===== src/rtl/bounce_pkg.sv =====
// Shared types and constants for the bouncing-box motion sequencer.
package bounce_pkg;

  typedef enum logic [1:0] {
    IDLE   = 2'd0,
    STEP_X = 2'd1,
    STEP_Y = 2'd2,
    COLOR  = 2'd3
  } bounce_state_e;

  localparam logic [2:0] COLOR_RESET = 3'b111;
  localparam logic [2:0] COLOR_FIRST = 3'b001;
  localparam int         VW_DEFAULT  = 4;

  // Colour cycle skips 3'b000 so the box never turns black.
  function automatic logic [2:0] next_color(input logic [2:0] c);
    return (c == 3'b111) ? COLOR_FIRST : c + 3'd1;
  endfunction

endpackage


===== src/rtl/bounce_reflect.sv =====
// Combinational per-axis step: advance by velocity, clamp to [0, max] and
// negate the velocity when the trajectory leaves that range.
module bounce_reflect
  import bounce_pkg::*;
#(
  parameter int PW = 10,
  parameter int VW = VW_DEFAULT
) (
  input  logic [PW-1:0] pos,
  input  logic [VW-1:0] vel,
  input  logic [PW-1:0] max,
  output logic [PW-1:0] next_pos,
  output logic [VW-1:0] next_vel,
  output logic          bounce
);

  localparam int W = PW + 2;

  logic signed [W-1:0] traj;
  logic signed [W-1:0] lim;

  assign lim  = $signed({2'b00, max});
  assign traj = $signed({2'b00, pos}) + $signed({{(W-VW){vel[VW-1]}}, vel});

  always_comb begin
    next_pos = traj[PW-1:0];
    next_vel = vel;
    bounce   = 1'b0;
    if (traj[W-1]) begin
      next_pos = '0;
      next_vel = -vel;
      bounce   = 1'b1;
    end else if (traj > lim) begin
      next_pos = max;
      next_vel = -vel;
      bounce   = 1'b1;
    end
  end

endmodule


===== src/rtl/bounce_controller.sv =====
// Per-frame box motion sequencer plus registered in_box flag for the pixel path.
// Optional macro BOUNCE_PAUSE_EN adds a pause input that freezes motion.
module bounce_controller
  import bounce_pkg::*;
#(
  parameter int SCREEN_WIDTH  = 640,
  parameter int SCREEN_HEIGHT = 480,
  parameter int BOX_WIDTH     = 100,
  parameter int BOX_HEIGHT    = 100,
  parameter int INIT_X        = 50,
  parameter int INIT_Y        = 50,
  parameter int INIT_XV       = 2,
  parameter int INIT_YV       = 1,
  parameter int VW            = VW_DEFAULT,
  localparam int XW = $clog2(SCREEN_WIDTH),
  localparam int YW = $clog2(SCREEN_HEIGHT)
) (
  input  logic          clk,
  input  logic          rst,
  input  logic          frame_tick,
`ifdef BOUNCE_PAUSE_EN
  input  logic          pause,
`endif
  input  logic [XW-1:0] position_x_next,
  input  logic [YW-1:0] position_y_next,
  output logic [XW-1:0] box_x,
  output logic [YW-1:0] box_y,
  output logic [2:0]    color,
  output logic          in_box,
  output logic          busy
);

  localparam int PW = (XW > YW) ? XW : YW;
  localparam logic [PW-1:0] X_MAX = PW'(SCREEN_WIDTH - BOX_WIDTH);
  localparam logic [PW-1:0] Y_MAX = PW'(SCREEN_HEIGHT - BOX_HEIGHT);

  bounce_state_e state;
  logic [VW-1:0] xv, yv;
  logic          pending, x_bounce, y_bounce, go;

  logic [PW-1:0] rf_pos, rf_max, rf_next_pos;
  logic [VW-1:0] rf_vel, rf_next_vel;
  logic          rf_bounce;

`ifdef BOUNCE_PAUSE_EN
  assign go = (state == IDLE) && !pause && (frame_tick || pending);
`else
  assign go = (state == IDLE) && (frame_tick || pending);
`endif

  assign busy = (state != IDLE);

  // One shared reflect datapath, steered to the axis being stepped.
  assign rf_pos = (state == STEP_Y) ? PW'(box_y) : PW'(box_x);
  assign rf_vel = (state == STEP_Y) ? yv : xv;
  assign rf_max = (state == STEP_Y) ? Y_MAX : X_MAX;

  bounce_reflect #(.PW(PW), .VW(VW)) u_reflect (
    .pos      (rf_pos),
    .vel      (rf_vel),
    .max      (rf_max),
    .next_pos (rf_next_pos),
    .next_vel (rf_next_vel),
    .bounce   (rf_bounce)
  );

  always_ff @(posedge clk or posedge rst) begin
    if (rst) begin
      state    <= IDLE;
      box_x    <= XW'(INIT_X);
      box_y    <= YW'(INIT_Y);
      xv       <= VW'(INIT_XV);
      yv       <= VW'(INIT_YV);
      color    <= COLOR_RESET;
      x_bounce <= 1'b0;
      y_bounce <= 1'b0;
    end else begin
      case (state)
        IDLE: begin
          if (go) begin
            state    <= STEP_X;
            x_bounce <= 1'b0;
            y_bounce <= 1'b0;
          end
        end
        STEP_X: begin
          box_x    <= rf_next_pos[XW-1:0];
          xv       <= rf_next_vel;
          x_bounce <= rf_bounce;
          state    <= STEP_Y;
        end
        STEP_Y: begin
          box_y    <= rf_next_pos[YW-1:0];
          yv       <= rf_next_vel;
          y_bounce <= rf_bounce;
          state    <= COLOR;
        end
        COLOR: begin
          // A corner hit sets both flags but still advances only once.
          if (x_bounce || y_bounce) color <= next_color(color);
          state <= IDLE;
        end
        default: state <= IDLE;
      endcase
    end
  end

  // At most one tick is remembered while a sequence is running.
  always_ff @(posedge clk or posedge rst) begin
    if (rst) begin
      pending <= 1'b0;
    end else if (go) begin
      pending <= 1'b0;
    end else if (busy && frame_tick) begin
      pending <= 1'b1;
    end
  end

  logic [XW:0] x_end;
  logic [YW:0] y_end;
  logic        in_x, in_y;

  assign x_end = {1'b0, box_x} + (XW+1)'(BOX_WIDTH);
  assign y_end = {1'b0, box_y} + (YW+1)'(BOX_HEIGHT);
  assign in_x  = ({1'b0, position_x_next} >= {1'b0, box_x}) &&
                 ({1'b0, position_x_next} <  x_end);
  assign in_y  = ({1'b0, position_y_next} >= {1'b0, box_y}) &&
                 ({1'b0, position_y_next} <  y_end);

  always_ff @(posedge clk or posedge rst) begin
    if (rst) in_box <= 1'b0;
    else     in_box <= in_x && in_y;
  end

endmodule


===== config.mk =====
export PLATFORM = sky130hd
export DESIGN_NAME = bounce_controller
export DESIGN_NICKNAME = d
export VERILOG_FILES = /design/src/rtl/bounce_pkg.sv /design/src/rtl/bounce_reflect.sv /design/src/rtl/bounce_controller.sv
export SDC_FILE = /design/constraint.sdc
export NUM_CORES = 1
export LEC_CHECK = 0
export BUFFER_PORTS_ARGS = -buffer_cell sky130_fd_sc_hd__buf_4
export CAP_MARGIN = 20
export CORE_AREA = 2 2 122 124
export CTS_CLUSTER_SIZE = 24
export DETAILED_ROUTE_END_ITERATION = 10
export DIE_AREA = 0 0 124 126
export SLEW_MARGIN = 20
export SYNTH_ARGS = -nofsm -noshare
export SYNTH_HDL_FRONTEND = slang
export SYNTH_SLANG_ARGS = --single-unit

===== constraint.sdc =====
create_clock -name clk -period 6.5 [get_ports clk]
set_clock_uncertainty 0.15 [all_clocks]
set_input_delay 0.65 -clock clk [delete_from_list [all_inputs] [get_ports clk]]
set_output_delay 0.65 -clock clk [all_outputs]
set_load 0.05 [all_outputs]

==> Yosys cells after proc, flatten, opt, wreduce, memory -nomap -nowiden <==
Cells that the tools add are included.
W data, S select, Z words.
{ "word_totals": {"output_inout_bits": 24, "reg_bits": 36, "in_bits": 22, "wordCells": 57} }
{ "classes": {"n_addsub": 5, "mux": 17, "eq_ne": 5, "magnitude_cmp": 5, "reduce_logical": 15} }
{ "ops": {"columns": ["op", "count"], "rows": [
  ["$mux W10", 4],
  ["$add A11 B4 Y12", 1],
  ["$gt A12 B11 Y1", 1],
  ["$mux W4", 3],
  ["$add A10 B7 Y11 const B", 1],
  ["$lt A10 B11 Y1", 1],
  ["$add A9 B7 Y10 const B", 1],
  ["$ge A10 B10 Y1", 1],
  ["$lt A9 B10 Y1", 1],
  ["$ge A9 B9 Y1", 1],
  ["$pmux W2 S4", 1],
  ["$reduce_bool A2 Y1", 4],
  ["$reduce_and A2 Y1", 3],
  ["$logic_and A1 B1 Y1", 5],
  ["$mux W1", 5],
  ["$eq A2 B2 Y1 const B", 2],
  ["$neg A4 Y4", 1],
  ["$pmux W1 S2", 2],
  ["$add A3 B1 Y3 const B", 1],
  ["$eq A3 B3 Y1 const B", 1],
  ["$mux W3", 1],
  ["$eq A2 B1 Y1 const B", 1],
  ["$logic_not A2 Y1", 1],
  ["$logic_or A1 B1 Y1", 2],
  ["other kinds (2)", 2]
]} }

==> Depth between registers and ports, before layout <==
{ "depth": {"word_depth": 7, "mapped_depth": 23, "ltp_nobuf": 19} }

==> Hierarchy <==
Synthesis repeated with hierarchy kept, for this count alone.
{ "unflattened": {"cells_unflattened": 405, "hier_area_um2": 3612.2} }
{ "modules_own_cells": {"columns": ["mod", "seq_area_each_um2", "cells_per_inst", "n_inst", "area_per_inst_um2"], "rows": [
  ["bounce_controller", 914.6, 268, 1, 2571.2],
  ["bounce_reflect", 0.0, 137, 1, 1041.0]
]} }

==> Worst setup path before layout <==
No wires, ideal clock.
{ "synth_timing": {"path_type": "register to register", "start": "register state[0]", "end": "register yv[1]", "arrival_time_ps": 4769, "setup_ps": 125, "required_time_ps": 6225, "stages_incl_launch_ff": 21, "synth_period_minus_slack_ps": 5043, "n_path_buf": 3, "path_slack_ps": 1457, "path_cell_list": "dfrtp_1 -> inv_1 -> ha_1 -> buf_6 -> clkbuf_1 -> clkbuf_1 -> mux2i_1 -> inv_1 -> ha_1 -> nor2b_1 -> o311ai_1 -> nand4_2 -> xnor2_1 -> ha_1 -> nand2_1 -> nor3_1 -> nand4b_1 -> or4_1 -> a22oi_2 -> mux2_2 -> mux2_2"} }
{ "synth_between": {"elab_chain_cells": 6, "word_cells_on_any_way": 9, "cone_classes": "add/sub (2); order compare (1); eq/ne (1); mux (5)"} }
{ "synth_rtl": {"columns": ["item", "line", "source"], "rows": [
  ["from (decl)", "bounce_controller.sv:37", "bounce_state_e state;"],
  ["from (signal assigned)", "bounce_controller.sv:69", "state <= IDLE;"],
  ["from (signal assigned)", "bounce_controller.sv:81", "state <= STEP_X;"],
  ["from (signal assigned)", "bounce_controller.sv:90", "state <= STEP_Y;"],
  ["$eq A2 B2 Y1 *", null, null],
  ["$mux W10 or $mux W4 (tied branches)", "bounce_controller.sv:54, bounce_controller.sv:55", null],
  ["$add A11 B4 Y12", "bounce_reflect.sv:23", "assign traj = $signed({2'b00, pos}) + $signed({{(W-VW){vel[VW-1]}}, vel});"],
  ["$gt A12 B11 Y1", "bounce_reflect.sv:33", "end else if (traj > lim) begin"],
  ["$mux W4", "bounce_reflect.sv:33", null],
  ["$mux W4", "bounce_reflect.sv:29", "if (traj[W-1]) begin"],
  ["to (signal assigned)", "bounce_controller.sv:73", "yv <= VW'(INIT_YV);"],
  ["to (signal assigned)", "bounce_controller.sv:94", "yv <= rf_next_vel;"],
  ["to (decl)", "bounce_controller.sv:38", "logic [VW-1:0] xv, yv;"]
]} }
Every way passes the cells marked *; elsewhere a longest branch is shown, timed or not.
A chain may end at the register's enable or synchronous reset.

==> Final worst setup path <==
{ "layout_timing": {"start": "register state[0]", "end": "register box_x[9]"} }
{ "layout_between": {"elab_chain_cells": 6, "word_cells_on_any_way": 9, "cone_classes": "add/sub (1); order compare (1); eq/ne (2); mux (5)"} }
{ "layout_rtl": {"columns": ["item", "line", "source"], "rows": [
  ["$eq A2 B2 Y1", "bounce_controller.sv:54, bounce_controller.sv:55, bounce_controller.sv:56", null],
  ["$mux W10 or $mux W4 (tied branches)", "bounce_controller.sv:54, bounce_controller.sv:55", null],
  ["$add A11 B4 Y12", "bounce_reflect.sv:23", null],
  ["$gt A12 B11 Y1", "bounce_reflect.sv:33", null],
  ["$mux W10", "bounce_reflect.sv:33", null],
  ["$mux W10", "bounce_reflect.sv:29", null],
  ["to (signal assigned)", "bounce_controller.sv:70", "box_x <= XW'(INIT_X);"],
  ["to (signal assigned)", "bounce_controller.sv:87", "box_x <= rf_next_pos[XW-1:0];"],
  ["to (decl)", "bounce_controller.sv:26", "output logic [XW-1:0] box_x,"]
]} }
Parallel ways exist; a longest one is shown, timed or not.

==> metrics.txt <==
highest clock rate 189.0 MHz; flops & latches, synth 36; cells after synthesis 392; kind of end point of the critical path register; Die Y 126 um; clock root buffer clkbuf_16; CTS sink cnt 36; first-pass GRT wire length 14920 um; drt initial violations 227; Clk Latency, worst-skew pair 0.28 ns; # IOs 46; initial antenna violation count 0; First-pass DRT Iterations 4; CTS Hold Buffers Added 0; Period minus WS final 5.291 ns; Slew headroom 46.61%; DRT Wirelength 9234 um; FF-to-FF setup slack 1.21 ns; number of setup buffers added after CTS 0; Via density 4.877; critical path type reg2reg; leading cell type in the layout, fill and taps excluded ha_1; Final Slew Violations 0; crit path from state[0]$_DFFE_PP0P_; Worst-Margin Slew 0.8008 ns; row count 44; Inserted Clock Buffers 5; RSZ-0062 raised after global routing false; Critical path destination box_x[9]$_DFFE_PP0P_; count of final setup violators 0; worst-case clock buffer depth 2; CTS tree yes; Top FF cell, synth dfrtp_1; R2R cell count 19; largest net degree at the start of global routing 37; share of the synthesized area in the top cell type 19.19%; Die Wd 124 um; Final #Nets 512; total die area 15620 um2; WL per Instance 14.89 um; ANT cells 0; detailed-route via count 3024; antenna viol nets, final 0; Final Hold Fails 0; Final HPWL DP 7369 um; worst reg2reg path endpoint box_x[9]$_DFFE_PP0P_; Starting Density 24.60%; Post-synth EDFFs 0; global route overflow 0; Worst Hold Class reg2reg; sequential fraction of the synthesis area 25.98%; R2R Path Start state[0]$_DFFE_PP0P_; Core Region 14310 um2; syn nets 469; Layout area overhead 19.47%; startpoint type of the worst setup path register; leading area contributor after synthesis ha_1; Post-synth ARST share 100.0%; Yosys cell types 57; RePlAce Congestion 0.8246; post-CTS sizing 0; crit path max fanout 17; DRC Markers 0; share of cells above drive strength 1 19.95%; most frequent cells in the layout 54 x ha_1, 49 x buf_4, 44 x inv_1; Avg Synthesized Cell Area 8.982 um2; WP data arrival 5.28 ns; setup TNS 0 ns; period utilization 81.40%; GRT Overall Usage 11.97%; synthesized cell area 3521 um2; largest cells by area after synthesis ha_1 19%, dfrtp_1 18%, dfstp_2 8.2%, xnor2_1 6.0%, inv_1 4.7%; Req. time, crit path 6.49 ns; Reg clk slew, reported paths 0.06 ns; outcome completed; Port Buffers 45; H-Tree Depth 2; Yosys warning count 0; vias in the first global route 3040; Max Cap Viol 0
==> layout make-up <==
| cell class | count | area [um2] |
|---|---|---|
| clock inverters | 2 | 35.03 |
| clock buffers | 6 | 128.9 |
| repair buffers | 49 | 367.9 |
| fillers | 1512 | 10110 |
| multi-input cells | 297 | 2355 |
| flip-flops and latches | 36 | 914.6 |
| well taps | 184 | 230.2 |
| inverters | 46 | 175.2 |
==> metrics by stage <==
stage	hold slack [ns]	std cells	cell area [um2]	worst slack (ns)	util, %
finish	0.3330	620	4207	1.209	29.39
global route	0.3616	620	4207	0.7430	29.39
CTS	0.3340	620	4207	1.221	29.39
detailed placement	0.3191	612	4043	1.259	28.24
global placement	0.3226	612	4043	1.355	28.24
floorplan	0.3010	392	3521	1.457	-
==> per-layer routing <==
layer / routed length, um / up-vias / GRT usage (%)
li1: - / 1481 / -
met2: 4453 / 69 / 20.98
met4: 91 / 0 / 2.842
met5: 0 / - / 0
met3: 439 / 9 / 2.083
met1: 4249 / 1465 / 15.16
==> synth_stat cells, types with 2 or more instances <==
| cell | number |
|---|---|
| a211o_1 | 3 |
| a21o_1 | 14 |
| a21oi_1 | 21 |
| a22o_1 | 6 |
| a311oi_1 | 2 |
| a31oi_1 | 3 |
| a41oi_1 | 2 |
| and2_1 | 2 |
| and3_1 | 2 |
| buf_4 | 3 |
| buf_6 | 2 |
| clkbuf_1 | 6 |
| dfrtp_1 | 25 |
| dfstp_2 | 11 |
| ha_1 | 54 |
| inv_1 | 44 |
| mux2_2 | 10 |
| mux2i_1 | 12 |
| nand2_1 | 28 |
| nand2b_1 | 6 |
| nand3_1 | 12 |
| nand4b_1 | 2 |
| nor2_1 | 14 |
| nor2b_1 | 8 |
| nor3_1 | 6 |
| o211ai_1 | 3 |
| o21a_1 | 3 |
| o21ai_0 | 21 |
| o21bai_1 | 4 |
| o22ai_1 | 8 |
| o31ai_1 | 3 |
| xnor2_1 | 24 |
| xnor2_2 | 2 |
| xor2_1 | 3 |
==> cells by family (layout without fill, tap and decap cells) <==
family / count (synthesis) / after routing / share of synthesized area (%)
flops: 36 / 36 / 25.98
buf+inv: 59 / 103 / 7.143
xor+xnor: 30 / 30 / 8.103
simple gates: 85 / 85 / 11.91
compound gates: 104 / 104 / 19.87
mux: 23 / 23 / 7.250
fa+ha+maj: 55 / 55 / 19.76
==> worst max-delay path, stage by stage, from the launching register on <==
cell,delay (ns)
dfrtp_1,0.40
inv_1,0.14
ha_1,0.46
mux2i_4,0.49
inv_4,0.13
ha_1,0.41
a41oi_1,0.23
o21ai_0,0.16
nand2b_1,0.13
nand3_1,0.13
a21oi_1,0.18
o21bai_1,0.10
xnor2_1,0.17
ha_1,0.31
inv_1,0.05
or4_1,0.56
a22oi_2,0.31
buf_4,0.30
mux2i_1,0.22
o22ai_1,0.09
==> how the worst min path moves through the flow <==
| stage | startpoint | to | slack [ns] | cells after the start |
|---|---|---|---|---|
| final | xv[2]$_DFFE_PP0P_ | xv[2]$_DFFE_PP0P_ | 0.33 | 2 |
| after detailed placement | xv[2]$_DFFE_PP0P_ | xv[2]$_DFFE_PP0P_ | 0.32 | 2 |
| after global placement | xv[2]$_DFFE_PP0P_ | xv[2]$_DFFE_PP0P_ | 0.32 | 2 |
| after floorplan | xv[2]$_DFFE_PP0P_ | xv[2]$_DFFE_PP0P_ | 0.30 | 2 |
| after global routing | xv[2]$_DFFE_PP0P_ | xv[2]$_DFFE_PP0P_ | 0.36 | 2 |
| after CTS | xv[2]$_DFFE_PP0P_ | xv[2]$_DFFE_PP0P_ | 0.33 | 2 |
==> flip-flops by register name, summed over array words and instances (netlist names) <==
register  count
x_bounce      1
y_bounce      1
pending       1
box_x        10
color         3
state         2
in_box        1
box_y         9
yv            4
xv            4
Power is left out: the tool's default activity adds up to more than one toggle a clock period on the data nets, which glitch-free logic cannot reach.
